[config.mk]
export PLATFORM = sky130hd
export DESIGN_NAME = fetch_pc_unit
export DESIGN_NICKNAME = d
export VERILOG_FILES = /design/src/rtl/fetch_pkg.sv /design/src/rtl/fetch_buf.sv /design/src/rtl/fetch_pc_unit.sv
export SDC_FILE = /design/constraint.sdc
export NUM_CORES = 1
export LEC_CHECK = 0
export BUFFER_PORTS_ARGS = -buffer_cell sky130_fd_sc_hd__clkbuf_2
export CORE_MARGIN = 2
export CORE_UTILIZATION = 40
export DETAILED_ROUTE_END_ITERATION = 8
export HOLD_SLACK_MARGIN = 0.1
export MAX_ROUTING_LAYER = met4
export SYNTH_ARGS = -nofsm -noshare
export SYNTH_HDL_FRONTEND = slang
export SYNTH_SLANG_ARGS = --single-unit
[constraint.sdc]
create_clock -name clk -period 9.4 [get_ports clk]
set_clock_uncertainty 0.2 [all_clocks]
set_input_delay 0.47 -clock clk [delete_from_list [all_inputs] [get_ports clk]]
set_output_delay 0.47 -clock clk [all_outputs]
set_load 0.02 [all_outputs]
[src/rtl/fetch_pkg.sv]
`default_nettype none
// ============================================================================
//  Module   : fetch_pkg
//  Purpose  : Shared constants for the fetch PC unit: instruction size,
//             FSM state encoding and the redirect alignment mask.
//  Ports    : none (package)
//  Revision : 1.0 - initial release
// ============================================================================
package fetch_pkg;

    // Bytes per instruction word; the sequential pc step.
    localparam int INSTR_BYTES = 4;

    // Low address bits that must be zero in any fetch address.
    localparam logic [1:0] ALIGN_MASK = 2'b11;

    // Fetch FSM encoding.
    localparam logic [0:0] ST_RUN  = 1'b0;  // sequential fetching
    localparam logic [0:0] ST_PEND = 1'b1;  // redirect waiting for a miss to end

endpackage : fetch_pkg
`default_nettype wire

[src/rtl/fetch_buf.sv]
`default_nettype none
// ============================================================================
//  Module   : fetch_buf
//  Purpose  : Small in-order FIFO of fetched {pc, instr} pairs. The head is
//             held in its own register so it keeps its last value while the
//             FIFO is empty (including after a flush).
//  Ports    : clk, rst        - clock, async active-high reset
//             flush           - drop all entries, reset pointers
//             push, push_data - write one entry (ignored when full)
//             pop             - remove head entry (ignored when empty)
//             head_data       - current head entry
//             empty, full     - occupancy flags
//             count           - number of valid entries
//  Revision : 1.0 - initial release
// ============================================================================
module fetch_buf #(
    parameter int DEPTH = 2,
    parameter int WIDTH = 64
) (
    input  logic                     clk,
    input  logic                     rst,
    input  logic                     flush,
    input  logic                     push,
    input  logic [WIDTH-1:0]         push_data,
    input  logic                     pop,
    output logic [WIDTH-1:0]         head_data,
    output logic                     empty,
    output logic                     full,
    output logic [$clog2(DEPTH):0]   count
);

    localparam int PTR_W = $clog2(DEPTH);
    localparam int CNT_W = PTR_W + 1;

    logic [WIDTH-1:0] r_mem [DEPTH];
    logic [PTR_W-1:0] r_wptr;
    logic [PTR_W-1:0] r_rptr;
    logic [CNT_W-1:0] r_count;
    logic [WIDTH-1:0] r_head;

    logic             w_push_ok;
    logic             w_pop_ok;
    logic [PTR_W-1:0] w_rptr_inc;
    logic             w_head_ld;
    logic [WIDTH-1:0] w_head_nxt;

    assign empty      = (r_count == '0);
    assign full       = (r_count == CNT_W'(DEPTH));
    assign count      = r_count;
    assign head_data  = r_head;
    assign w_push_ok  = push & ~full;
    assign w_pop_ok   = pop & ~empty;
    assign w_rptr_inc = r_rptr + PTR_W'(1);

    // Work out what the head will be after this edge, so the head register
    // only changes when a valid entry will sit at the front.
    always_comb begin
        w_head_ld  = 1'b0;
        w_head_nxt = r_head;
        if (!flush) begin
            if (w_pop_ok) begin
                if (r_count > CNT_W'(1)) begin
                    w_head_ld  = 1'b1;
                    w_head_nxt = r_mem[w_rptr_inc];
                end else if (w_push_ok) begin
                    w_head_ld  = 1'b1;
                    w_head_nxt = push_data;
                end
            end else if (empty && w_push_ok) begin
                w_head_ld  = 1'b1;
                w_head_nxt = push_data;
            end
        end
    end

    // Storage needs no reset: nothing is read before it is written.
    always_ff @(posedge clk) begin
        if (w_push_ok) begin
            r_mem[r_wptr] <= push_data;
        end
    end

    always_ff @(posedge clk or posedge rst) begin
        if (rst) begin
            r_wptr  <= '0;
            r_rptr  <= '0;
            r_count <= '0;
            r_head  <= '0;
        end else begin
            if (w_head_ld) begin
                r_head <= w_head_nxt;
            end
            if (flush) begin
                r_wptr  <= '0;
                r_rptr  <= '0;
                r_count <= '0;
            end else begin
                if (w_push_ok) begin
                    r_wptr <= r_wptr + PTR_W'(1);
                end
                if (w_pop_ok) begin
                    r_rptr <= w_rptr_inc;
                end
                case ({w_push_ok, w_pop_ok})
                    2'b10:   r_count <= r_count + CNT_W'(1);
                    2'b01:   r_count <= r_count - CNT_W'(1);
                    default: r_count <= r_count;
                endcase
            end
        end
    end

endmodule : fetch_buf
`default_nettype wire

[src/rtl/fetch_pc_unit.sv]
`default_nettype none
// ============================================================================
//  Module   : fetch_pc_unit
//  Purpose  : Generates the sequential fetch pc, holds it across cache
//             stalls, buffers returned instructions for decode and handles
//             branch/jump redirects (flushing buffered work).
//  Ports    : clk, rst                    - clock, async active-high reset
//             redirect_valid, redirect_pc - redirect request and target
//             pc                          - registered fetch address
//             instr, stall                - cache response / miss indication
//             out_valid, out_pc,
//             out_instr, out_ready        - decode handshake
//  Revision : 1.0 - initial release
// ============================================================================
module fetch_pc_unit
    import fetch_pkg::*;
#(
    parameter int                ADDR_W    = 32,
    parameter int                DATA_W    = 32,
    parameter int                BUF_DEPTH = 2,
    parameter logic [ADDR_W-1:0] RESET_PC  = '0
) (
    input  logic              clk,
    input  logic              rst,
    input  logic              redirect_valid,
    input  logic [ADDR_W-1:0] redirect_pc,
    output logic [ADDR_W-1:0] pc,
    input  logic [DATA_W-1:0] instr,
    input  logic              stall,
    output logic              out_valid,
    output logic [ADDR_W-1:0] out_pc,
    output logic [DATA_W-1:0] out_instr,
    input  logic              out_ready
);

    localparam int CNT_W = $clog2(BUF_DEPTH) + 1;

    logic [ADDR_W-1:0]        r_pc;
    logic [0:0]               r_state;
    logic [ADDR_W-1:0]        r_pend_pc;

    logic [ADDR_W-1:0]        w_redir_pc;
    logic [ADDR_W-1:0]        w_pend_target;
    logic                     w_accept;
    logic                     w_pop;
    logic                     w_empty;
    logic                     w_full;
    logic [CNT_W-1:0]         w_count;
    logic [ADDR_W+DATA_W-1:0] w_head;
    logic                     w_unused_full;

    assign w_redir_pc    = redirect_pc & ~ADDR_W'(ALIGN_MASK);
    // A redirect arriving in the same cycle the miss ends is the newest target.
    assign w_pend_target = redirect_valid ? w_redir_pc : r_pend_pc;
    assign w_accept      = (r_state == ST_RUN) & ~stall & ~redirect_valid &
                           (w_count < CNT_W'(BUF_DEPTH));
    assign w_pop         = out_valid & out_ready;
    assign w_unused_full = w_full;

    assign pc        = r_pc;
    assign out_valid = ~w_empty;
    assign out_pc    = w_head[ADDR_W+DATA_W-1:DATA_W];
    assign out_instr = w_head[DATA_W-1:0];

    always_ff @(posedge clk or posedge rst) begin
        if (rst) begin
            r_pc      <= RESET_PC;
            r_state   <= ST_RUN;
            r_pend_pc <= '0;
        end else begin
            case (r_state)
                ST_RUN: begin
                    if (redirect_valid) begin
                        // During a miss the pc must stay put, so park the target.
                        if (stall) begin
                            r_pend_pc <= w_redir_pc;
                            r_state   <= ST_PEND;
                        end else begin
                            r_pc <= w_redir_pc;
                        end
                    end else if (w_accept) begin
                        r_pc <= r_pc + ADDR_W'(INSTR_BYTES);
                    end
                end
                ST_PEND: begin
                    if (redirect_valid) begin
                        r_pend_pc <= w_redir_pc;
                    end
                    if (!stall) begin
                        r_pc    <= w_pend_target;
                        r_state <= ST_RUN;
                    end
                end
                default: r_state <= ST_RUN;
            endcase
        end
    end

    fetch_buf #(
        .DEPTH (BUF_DEPTH),
        .WIDTH (ADDR_W + DATA_W)
    ) u_buf (
        .clk       (clk),
        .rst       (rst),
        .flush     (redirect_valid),
        .push      (w_accept),
        .push_data ({r_pc, instr}),
        .pop       (w_pop),
        .head_data (w_head),
        .empty     (w_empty),
        .full      (w_full),
        .count     (w_count)
    );

endmodule : fetch_pc_unit
`default_nettype wire

==> flow_summary.yaml, run 1 <==
clock_tree:
  tritoncts: "yes"
  clock_sinks: 261
  post_cts_hold_buffer_count: 63
  cts_root_buf: "sky130_fd_sc_hd__clkbuf_16"
  cts_resized: 0
  worst_setup_hold_path_clk_slew_ns: 0.06
  cts_htree_levels: 1
  cts_inserted_buffers: 29
  cts.repair_timing.setup_buffer_count: 0
  clk_latency_ns: 0.54
  clock_path_buffers: 3
cells_and_area:
  antenna_cells_inserted: 0
  nets: 1223
  syn2layout_area_growth_pct: 24.8
  drive_above_1_share: 0.225
  final.fill_count: 2533
  final-instance-count-excl-fill: 1551
worst_hold_path:
  timing.hold.worst.class: "in -> reg"
  hold_start: "stall"
  timing.hold.worst_endpoint: "pc[21]$_DFFE_PP0P_"
  hold_path_depth: 2
global_route:
  antenna_found_initial: 1
  grtUsageMet2: 0.300
  first_global_vias: 7661
  globalRouteOverflowTotal: 0
  gr-usage-met1: 0.248
  grt_pass1_wl_um: 41600
  met3_usage: 0.0255
  grt.total_usage: 0.184
  grt-busiest-layer: "met2"
  grt_max_degree: 129
placement:
  gpl.final_weighted_congestion: 0.756
  dp_hpwl_um: 15700
  numPortBuffers: 163
  dp.cells: 1434
logic_synthesis:
  main_area_contributors_after_synthesis: "sky130_fd_sc_hd__edfxtp_1 34%, sky130_fd_sc_hd__dfrtp_1 30%, sky130_fd_sc_hd__o21ai_0 6.4%, sky130_fd_sc_hd__mux2i_1 5.9%, sky130_fd_sc_hd__nand2_1 5.6%"
  biggest_area_consumer_among_synthesized_cells: "sky130_fd_sc_hd__edfxtp_1"
  postSynthNetCount: 1019
  yosysWarnings: 0
  post_synth_edffs: 128
  post_synth_inst_count: 946
  ys_seq_area_frac: 0.641
  yosysTopAreaCellShare: 0.344
  yosys_most_used_dff: "sky130_fd_sc_hd__dfrtp_1"
  synth_async_sr_flop_share: 0.510
  syn_area_sq_mm: 0.0112
  synthesized_area_per_cell_sq_um: 11.8
  synth.lib_cells_used.distinct: 55
  number_of_register_bits_inferred_by_synthesis: 261
power_and_ir_drop:
  p_leak_nw: 5.54
  max-vdd-ir-drop_mv: 0.157
  cell_pwr_density_mw_per_mm2: 264
routing:
  postRouteWirelength_um: 26300
  drt_pass1_iterations: 5
  routed_wire_length_per_instance_um: 17.0
  drc_viols: 0
  avgViaCountPerCell: 5.13
  initialDrtViolationCount: 585
  vias: 7954
  antenna_violating_nets_post_route: 0
timing:
  report.final.hold_viol_count: 0
  final-setup-viol-count: 0
  final_period_minus_worst_setup_slack_ns: 3.56
  sum_of_negative_setup_slack_ns: 0
  finalMaxSlewViolations: 0
  final.period_utilization: 0.379
  worst_slew_margin_rel: 0.238
  unrepaired_setup_endpoints_after_global_routing: "no"
  achievable-frequency_mhz: 281
  tightestPinTransition_ns: 1.14
setup_path:
  worstSetupPathType: "reg -> reg"
  cpMaxStageDelayCell: "sky130_fd_sc_hd__buf_4"
  critical_path_required_ns: 9.58
  cpPeakStageDelay_ns: 0.80
  reg2reg_depth: 7
  worst_setup_path_end_kind: "register"
  worst_r2r_startpoint: "u_buf.count[1]$_DFFE_PP0P_"
  worst-path-max-fanout: 92
  cp_cell_sequence: "inv_1, ha_1, nor2b_1, nor3b_4, o221ai_4, buf_4, o21ai_0"
  timing.rr.end: "u_buf.head_data[3]$_DFFE_PP0P_"
  cp.arrival_ns: 3.74
  start_kind: "register"
  rrSetupSlack_ns: 5.84
floorplan:
  placeableCoreArea_sq_mm: 0.0276
  fp.dieH_um: 171
  starting_density_of_the_core: 0.405
  fp.dieW_um: 171
  floorplan.die_area_sq_mm: 0.0293
  num_rows: 61
  io-pin-count: 166
run:
  max_cap_viol_count: 0
outcome:
  status: "complete, no violations"
==> report_power, final <==
part	total, mW	leakage (nW)	internal [mW]	switching, mW
Sequential	1.62	2.82	1.43	0.187
Combinational	0.864	2.21	0.322	0.542
Clock	1.21	0.513	0.757	0.448
==> through the flow <==
step | worst slack [ns] | instance area [sq um] | utilization | total power, mW | hold slack [ns]
3_3_place_gp | 5.87 | 12300 | 0.445 | 2.48 | 0.261
6_report | 5.84 | 14000 | 0.505 | 3.69 | 0.206
4_1_cts | 5.80 | 14000 | 0.505 | 3.73 | 0.194
5_1_grt | 5.47 | 14000 | 0.505 | 3.89 | 0.207
2_1_floorplan | 3.20 | 11200 | - | 2.18 | 0.253
3_5_place_dp | 5.80 | 12300 | 0.445 | 2.50 | 0.269
==> worst max path at each step <==
stage / startpoint / endpoint / slack [ns] / depth (start not counted)
after detailed placement: u_buf.count[1]$_DFFE_PP0P_ / u_buf.head_data[4]$_DFFE_PP0P_ / 5.80 / 7
after global placement: u_buf.count[1]$_DFFE_PP0P_ / u_buf.head_data[4]$_DFFE_PP0P_ / 5.87 / 7
after CTS: u_buf.count[1]$_DFFE_PP0P_ / u_buf.head_data[20]$_DFFE_PP0P_ / 5.80 / 7
after floorplan: redirect_valid / u_buf.r_mem[0][0]$_DFFE_PP_ / 3.20 / 2
after global routing: u_buf.count[1]$_DFFE_PP0P_ / u_buf.head_data[3]$_DFFE_PP0P_ / 5.47 / 7
final: u_buf.count[1]$_DFFE_PP0P_ / u_buf.head_data[3]$_DFFE_PP0P_ / 5.84 / 7
==> flip-flops by register name, summed over array words and instances (netlist names) <==
register         flops
pc                  32
u_buf.head_data     64
r_state              1
u_buf.r_rptr         1
u_buf.r_wptr         1
u_buf.count          2
u_buf.r_mem        128
r_pend_pc           32
==> area by class of cell <==
type,instances,area (sq um),area share
clock inverters,19,243,0.0174
repair buffers,235,1510,0.108
clock buffers,35,788,0.0565
well taps,378,473,0.0339
multi-input cells,616,3730,0.267
inverters,7,31.3,0.00224
flip-flops and latches,261,7180,0.514
==> worst max-delay path: cells and delay by family, from the launching register on <==
kind	cells	cell delay, ns
fa+ha+maj	1	0.28
buf+inv	2	1.06
compound gates	2	0.93
flops	1	0.52
simple gates	2	0.34
==> cell families after synthesis <==
group	synth area share
compound gates	0.122
xor+xnor	0.00391
fa+ha+maj	0.00447
buf+inv	0.0281
flops	0.641
mux	0.0903
simple gates	0.110
==> routing by layer <==
layer | routed length [um] | vias to the layer above
met4 | 448 | 0
met2 | 12400 | 186
met3 | 1060 | 29
met5 | 0 | -
li1 | - | 3855
met1 | 12400 | 3884
==> cell usage after synthesis (5+ instances only) <==
master,number
sky130_fd_sc_hd__nor2_1,33
sky130_fd_sc_hd__clkbuf_1,27
sky130_fd_sc_hd__a22o_1,6
sky130_fd_sc_hd__and3_1,12
sky130_fd_sc_hd__edfxtp_1,128
sky130_fd_sc_hd__buf_2,16
sky130_fd_sc_hd__o21ai_0,142
sky130_fd_sc_hd__o2bb2ai_1,6
sky130_fd_sc_hd__mux2_2,31
sky130_fd_sc_hd__dfrtp_1,133
sky130_fd_sc_hd__a31oi_1,9
sky130_fd_sc_hd__nand3_1,8
sky130_fd_sc_hd__and4_1,8
sky130_fd_sc_hd__buf_1,11
sky130_fd_sc_hd__nand2_1,167
sky130_fd_sc_hd__o21ai_1,26
sky130_fd_sc_hd__mux2i_1,66
sky130_fd_sc_hd__nor3_1,14
sky130_fd_sc_hd__a221oi_1,5
sky130_fd_sc_hd__inv_1,6
sky130_fd_sc_hd__xnor2_1,5
sky130_fd_sc_hd__a21oi_1,23
==> layout by cell type, fill, tap and decap left out, drive strengths merged, types with 12 or more instances in the layout <==
cell         instances
a21oi               23
and3                12
clkbuf             198
clkinv              13
dfrtp              133
dlygate4sd3         63
edfxtp             128
mux2                31
mux2i               66
nand2              167
nor2                34
nor3                14
o21ai              169
Power figures use the tool's default switching activity.
==> inputs of run 2 (changes only) <==
Clock period 9.4 ns to 3 ns, I/O delays scaled along.
==> run 2 against run 1 <==
  * First-iteration DRC count increased by 32%
  * Setup slack got worse by 5.3 ns
  * Register-to-register slack got worse by 5.3 ns
  * Utilization rose by 0.35 points
  * Sequential cell count unchanged
  * Global-route usage increased by 0.47 points
  * Die area did not move
  * Non-clock buffer count increased by 20
  * Total power rose to 3.0 times the previous value
  * Critical path depth rose by 1
==> flow_summary.yaml, run 2 (synthesis gave the netlist of run 1 again) <==
timing:
  final-setup-viol-count: 0
  achievable-frequency_mhz: 405
  finalMaxSlewViolations: 0
  worst_slew_margin_rel: 0.525
  sum_of_negative_setup_slack_ns: 0
  final_period_minus_worst_setup_slack_ns: 2.47
  tightestPinTransition_ns: 0.713
  report.final.hold_viol_count: 0
  unrepaired_setup_endpoints_after_global_routing: "no"
  whs_ns: 0.159
  final.period_utilization: 0.822
setup_path:
  worst-path-max-fanout: 128
  start_kind: "register"
  critical_path.n_buffers_inverters: 3
  critical_path_required_ns: 3.19
  cp.arrival_ns: 2.65
  cp_cell_sequence: "inv_1, ha_1, nor2b_1, buf_4, nor3b_4, o221ai_4, buf_12, o21ai_0"
  worstSetupPathType: "reg -> reg"
  worst_path_dominant_cell_family: "buffers and inverters"
  worst_setup_path_end_kind: "register"
  cpPeakStageDelay_ns: 0.43
  cpMaxStageDelayCell: "sky130_fd_sc_hd__buf_12"
placement:
  dp_hpwl_um: 16900
  gpl.final_weighted_congestion: 0.800
  dp.cells: 1450
  numPortBuffers: 163
cells_and_area:
  antenna_cells_inserted: 0
  final-instance-count-excl-fill: 1570
  final_cell_mix: "167 x sky130_fd_sc_hd__nand2_1, 163 x sky130_fd_sc_hd__clkbuf_2, 141 x sky130_fd_sc_hd__o21ai_0, 132 x sky130_fd_sc_hd__dfrtp_1, 128 x sky130_fd_sc_hd__edfxtp_1"
  drive_above_1_share: 0.224
  nets: 1243
  largest_reg_flops: 128
  largest_register: "u_buf.r_mem"
  final_core_utilization: 0.509
  layout_commonest_cell: "sky130_fd_sc_hd__nand2_1"
  syn2layout_area_growth_pct: 25.6
global_route:
  met3_usage: 0.0281
  globalRouteOverflowTotal: 0
  grt_pass1_wl_um: 42600
  first_global_vias: 7744
  grtUsageMet2: 0.308
  grt_max_degree: 129
  antenna_found_initial: 0
  grt-busiest-layer: "met2"
  grt.total_usage: 0.189
  gr-usage-met1: 0.256
routing:
  drt_pass1_iterations: 5
  initialDrtViolationCount: 774
  routed_wire_length_per_instance_um: 17.0
  drc_viols: 0
  antenna_violating_nets_post_route: 0
  avgViaCountPerCell: 5.09
  postRouteWirelength_um: 26800
  vias: 7987
power_and_ir_drop:
  cell_pwr_density_mw_per_mm2: 797
  max-vdd-ir-drop_mv: 0.428
  p_leak_nw: 5.57
run:
  max_cap_viol_count: 0
floorplan:
  fp.dieW_um: 171
  placeableCoreArea_sq_mm: 0.0276
  fp.dieH_um: 171
  floorplan.die_area_sq_mm: 0.0293
  io-pin-count: 166
  num_rows: 61
  starting_density_of_the_core: 0.405
clock_tree:
  cts_inserted_buffers: 29
  cts_htree_levels: 1
  cts_root_buf: "sky130_fd_sc_hd__clkbuf_16"
  worst_setup_hold_path_clk_slew_ns: 0.06
  cts.repair_timing.setup_buffer_count: 0
  clock_path_buffers: 3
  clock_sinks: 261
  clk_latency_ns: 0.53
  tritoncts: "yes"
outcome:
  status: "complete, no violations"
worst_hold_path:
  timing.hold.worst.class: "in -> reg"
[run 2: per-stage QoR]
| stage | area, sq um | setup WS, ns | power (mW) |
|---|---|---|---|
| final | 14100 | 0.533 | 11.2 |
| after global routing | 14100 | 0.317 | 11.8 |
| after CTS | 14100 | 0.519 | 11.3 |
| after detailed placement | 12500 | 0.521 | 7.91 |
| after global placement | 12500 | 0.590 | 7.83 |
| after floorplan | 11200 | -0.153 | 6.81 |
[run 2: layer usage]
layer | routed length, um | share of wire
met5 | 0 | 0
met4 | 285 | 0.011
met3 | 1330 | 0.050
met2 | 12600 | 0.47
met1 | 12500 | 0.47
[run 2: where the power goes]
group | total (mW) | switching, mW | leakage, nW | internal (mW)
sequential | 5.10 | 0.604 | 2.82 | 4.49
combinational | 2.76 | 1.70 | 2.32 | 1.06
clock | 3.35 | 1.35 | 0.429 | 2.00
[run 2: layout make-up]
cell class              count  area [sq um]
repair buffers            255          1750
clock inverters             2          33.8
inverters                   7          30.0
fillers                  2544         13600
well taps                 378           473
multi-input cells         616          3730
flip-flops and latches    261          7180
clock buffers              51           858
[run 2: worst register-to-register path, cell delays in order (launching register included)]
cell	delay (ns)
sky130_fd_sc_hd__dfrtp_1	0.37
sky130_fd_sc_hd__inv_1	0.20
sky130_fd_sc_hd__ha_1	0.29
sky130_fd_sc_hd__nor2b_1	0.07
sky130_fd_sc_hd__buf_4	0.16
sky130_fd_sc_hd__nor3b_4	0.17
sky130_fd_sc_hd__o221ai_4	0.19
sky130_fd_sc_hd__buf_12	0.43
sky130_fd_sc_hd__o21ai_0	0.23
[run 2: timing repair]
action,4_1_cts,5_1_grt
hold buffers,67,0
gates resized for setup,0,0
endpoints found under the hold margin,295,0
[run 2: path summary, 6_finish.rpt]
kind | startpoint | endpoint | slack, ns | cells past startpoint
max in group asynchronous | rst | u_buf.head_data[7]$_DFFE_PP0P_ | 1.20 | 5
worst min register to register | u_buf.head_data[44]$_DFFE_PP0P_ | u_buf.head_data[44]$_DFFE_PP0P_ | 0.28 | 2
min in group asynchronous | rst | pc[9]$_DFFE_PP0P_ | 0.63 | 4
worst min-delay path | instr[3] | u_buf.r_mem[0][3]$_DFFE_PP_ | 0.16 | 2
worst max register to register | u_buf.count[1]$_DFFE_PP0P_ | u_buf.head_data[11]$_DFFE_PP0P_ | 0.53 | 8
worst max-delay path | u_buf.count[1]$_DFFE_PP0P_ | u_buf.head_data[11]$_DFFE_PP0P_ | 0.53 | 8
==> inputs of run 3 (changes only) <==
Clock period 3 ns to 2.5 ns, I/O delays scaled along.
==> run 3 against run 2 <==
  * Clock power grew 26%
  * Count of clock-buffer cells in the layout decreased by 8
  * Critical path type unchanged
  * Sequential power increased by 17%
  * Register-to-register slack got worse by 0.43 ns
  * Sequential cell count unchanged
  * Design area grew 3.3%
  * Maximum frequency rose by 2.9%
==> flow_summary.yaml, run 3 (synthesis gave the netlist of run 1 again) <==
outcome:
  status: "complete, no violations"
timing:
  report.final.hold_viol_count: 0
  final_period_minus_worst_setup_slack_ns: 2.40
  final.period_utilization: 0.959
  unrepaired_setup_endpoints_after_global_routing: "no"
  tightestPinTransition_ns: 0.798
  finalMaxSlewViolations: 0
  setup_ws_ns: 0.103
  worst_slew_margin_rel: 0.467
  achievable-frequency_mhz: 417
  final-setup-viol-count: 0
  sum_of_negative_setup_slack_ns: 0
cells_and_area:
  nets: 1274
  final.fill_count: 2458
  largest_reg_flops: 128
  largest_register: "u_buf.r_mem"
  final_cell_mix: "167 x sky130_fd_sc_hd__nand2_1, 163 x sky130_fd_sc_hd__clkbuf_2, 141 x sky130_fd_sc_hd__o21ai_0, 131 x sky130_fd_sc_hd__dfrtp_1, 128 x sky130_fd_sc_hd__edfxtp_1"
  drive_above_1_share: 0.250
  antenna_cells_inserted: 0
  syn2layout_area_growth_pct: 29.8
  layout_commonest_cell: "sky130_fd_sc_hd__nand2_1"
setup_path:
  worst_setup_path_end_kind: "register"
  critical_path_required_ns: 2.75
  cp.arrival_ns: 2.65
  start_kind: "register"
  worstSetupPathType: "reg -> reg"
  cp_cell_sequence: "inv_1, ha_1, nor2b_1, nor3b_4, buf_4, o221ai_4, buf_12, clkbuf_16, o21ai_0"
  cpMaxStageDelayCell: "sky130_fd_sc_hd__dfrtp_2"
  worst-path-max-fanout: 32
  cpPeakStageDelay_ns: 0.41
floorplan:
  num_rows: 61
  io-pin-count: 166
  starting_density_of_the_core: 0.405
  fp.dieH_um: 171
  placeableCoreArea_sq_mm: 0.0276
  floorplan.die_area_sq_mm: 0.0293
  fp.dieW_um: 171
power_and_ir_drop:
  p_seq_frac: 0.428
  pwr-share-clk: 0.304
  p_leak_nw: 5.82
  power.net_switching_mw: 4.50
  p_int_mw: 9.39
  combPwrFrac: 0.268
  sw_frac_of_total: 0.324
  cell_pwr_density_mw_per_mm2: 957
  max-vdd-ir-drop_mv: 0.549
global_route:
  grt_max_degree: 129
  globalRouteOverflowTotal: 0
  grt.total_usage: 0.187
  first_global_vias: 7723
  grt_pass1_wl_um: 42100
  antenna_found_initial: 0
clock_tree:
  cts_inserted_buffers: 29
  cts_htree_levels: 1
  clock_path_buffers: 3
  clock_sinks: 261
  clk_latency_ns: 0.54
  tritoncts: "yes"
  worst_setup_hold_path_clk_slew_ns: 0.06
  cts_root_buf: "sky130_fd_sc_hd__clkbuf_16"
placement:
  gpl.final_weighted_congestion: 0.802
  placement.setup.worst_slack_ns: 0.0342
  dp_hpwl_um: 17200
  numPortBuffers: 163
routing:
  drt_pass1_iterations: 5
  postRouteWirelength_um: 29100
  routed_wire_length_per_instance_um: 18.2
  vias: 8244
  drc_viols: 0
  antenna_violating_nets_post_route: 0
  avgViaCountPerCell: 5.15
  initialDrtViolationCount: 547
worst_hold_path:
  timing.hold.worst.class: "in -> reg"
run:
  max_cap_viol_count: 0
## run 3: changes by cell type in the layout (fill, tap and decap cells not counted), sizes merged
cell	before	now
clkbuf	214	210
buf	25	52
clkinv	2	7
clkinvlp	1	2
bufinv	1	3
## run 3: power by group through the flow
stage / Combinational, mW / Clock [mW] / Sequential [mW]
2_1_floorplan: 1.56 / 0 / 6.62
6_report: 3.73 / 4.22 / 5.95
3_5_place_dp: 3.56 / 0 / 6.04
5_1_grt: 4.10 / 4.51 / 6.05
4_1_cts: 3.65 / 4.31 / 5.95
3_3_place_gp: 3.50 / 0 / 6.01
## run 3: metrics by stage
step                hold WS [ns]  total power [mW]  area (sq um)  utilization  cells
finish                     0.136              13.9         14500        0.525   1601
floorplan                 0.0239              8.18         11200            -    946
CTS                        0.116              13.9         14300        0.519   1591
global route               0.134              14.7         14500        0.525   1601
detailed placement        0.0982              9.59         12700        0.461   1471
global placement          0.0971              9.51         12700        0.461   1471
## run 3: layout make-up
| cell class | instances | area [sq um] | share of cell area |
|---|---|---|---|
| inverters | 7 | 30.0 | 0.00207 |
| well taps | 378 | 473 | 0.0326 |
| flip-flops and latches | 261 | 7180 | 0.494 |
| repair buffers | 286 | 2150 | 0.148 |
| clock buffers | 43 | 818 | 0.0564 |
| clock inverters | 10 | 130 | 0.00896 |
| multi-input cells | 616 | 3730 | 0.257 |
## run 3: worst paths after layout
| check | startpoint | endpoint | slack, ns | depth (start not counted) |
|---|---|---|---|---|
| worst max-delay path | u_buf.count[1]$_DFFE_PP0P_ | u_buf.head_data[13]$_DFFE_PP0P_ | 0.10 | 9 |
| worst min-delay path | instr[30] | u_buf.r_mem[0][30]$_DFFE_PP_ | 0.14 | 2 |
| worst max register to register | u_buf.count[1]$_DFFE_PP0P_ | u_buf.head_data[13]$_DFFE_PP0P_ | 0.10 | 9 |
| worst min register to register | u_buf.head_data[4]$_DFFE_PP0P_ | u_buf.head_data[4]$_DFFE_PP0P_ | 0.28 | 2 |
| max in group asynchronous | rst | r_pend_pc[22]$_DFFE_PP0P_ | 0.70 | 5 |
| min in group asynchronous | rst | r_pend_pc[3]$_DFFE_PP0P_ | 0.64 | 4 |
## run 3: routing by layer
layer  routed length (um)  up-vias  GRT usage
met5                    0        -          -
met4                  435        0     0.0409
met3                 1230       37     0.0251
met2                13800      209      0.298
met1                13600     4028      0.259
li1                     -     3970          -
## run 3: worst max-delay path, delay by kind of cell, from the launching register on
kind                       cells  cell delay [ns]
buffers and inverters          4             0.71
and+or+nand+nor                2             0.42
DFF                            1             0.41
AOI/OAI and AO/OA              2             0.29
adders and majority gates      1             0.27
## run 3: what timing repair did
item / 4_1_cts / 5_1_grt
endpoints found under the setup margin: 0 / 64
hold buffers: 67 / 0
gates resized for setup: 0 / 10
setup buffers: 0 / 3
hold endpoints to repair: 295 / 0
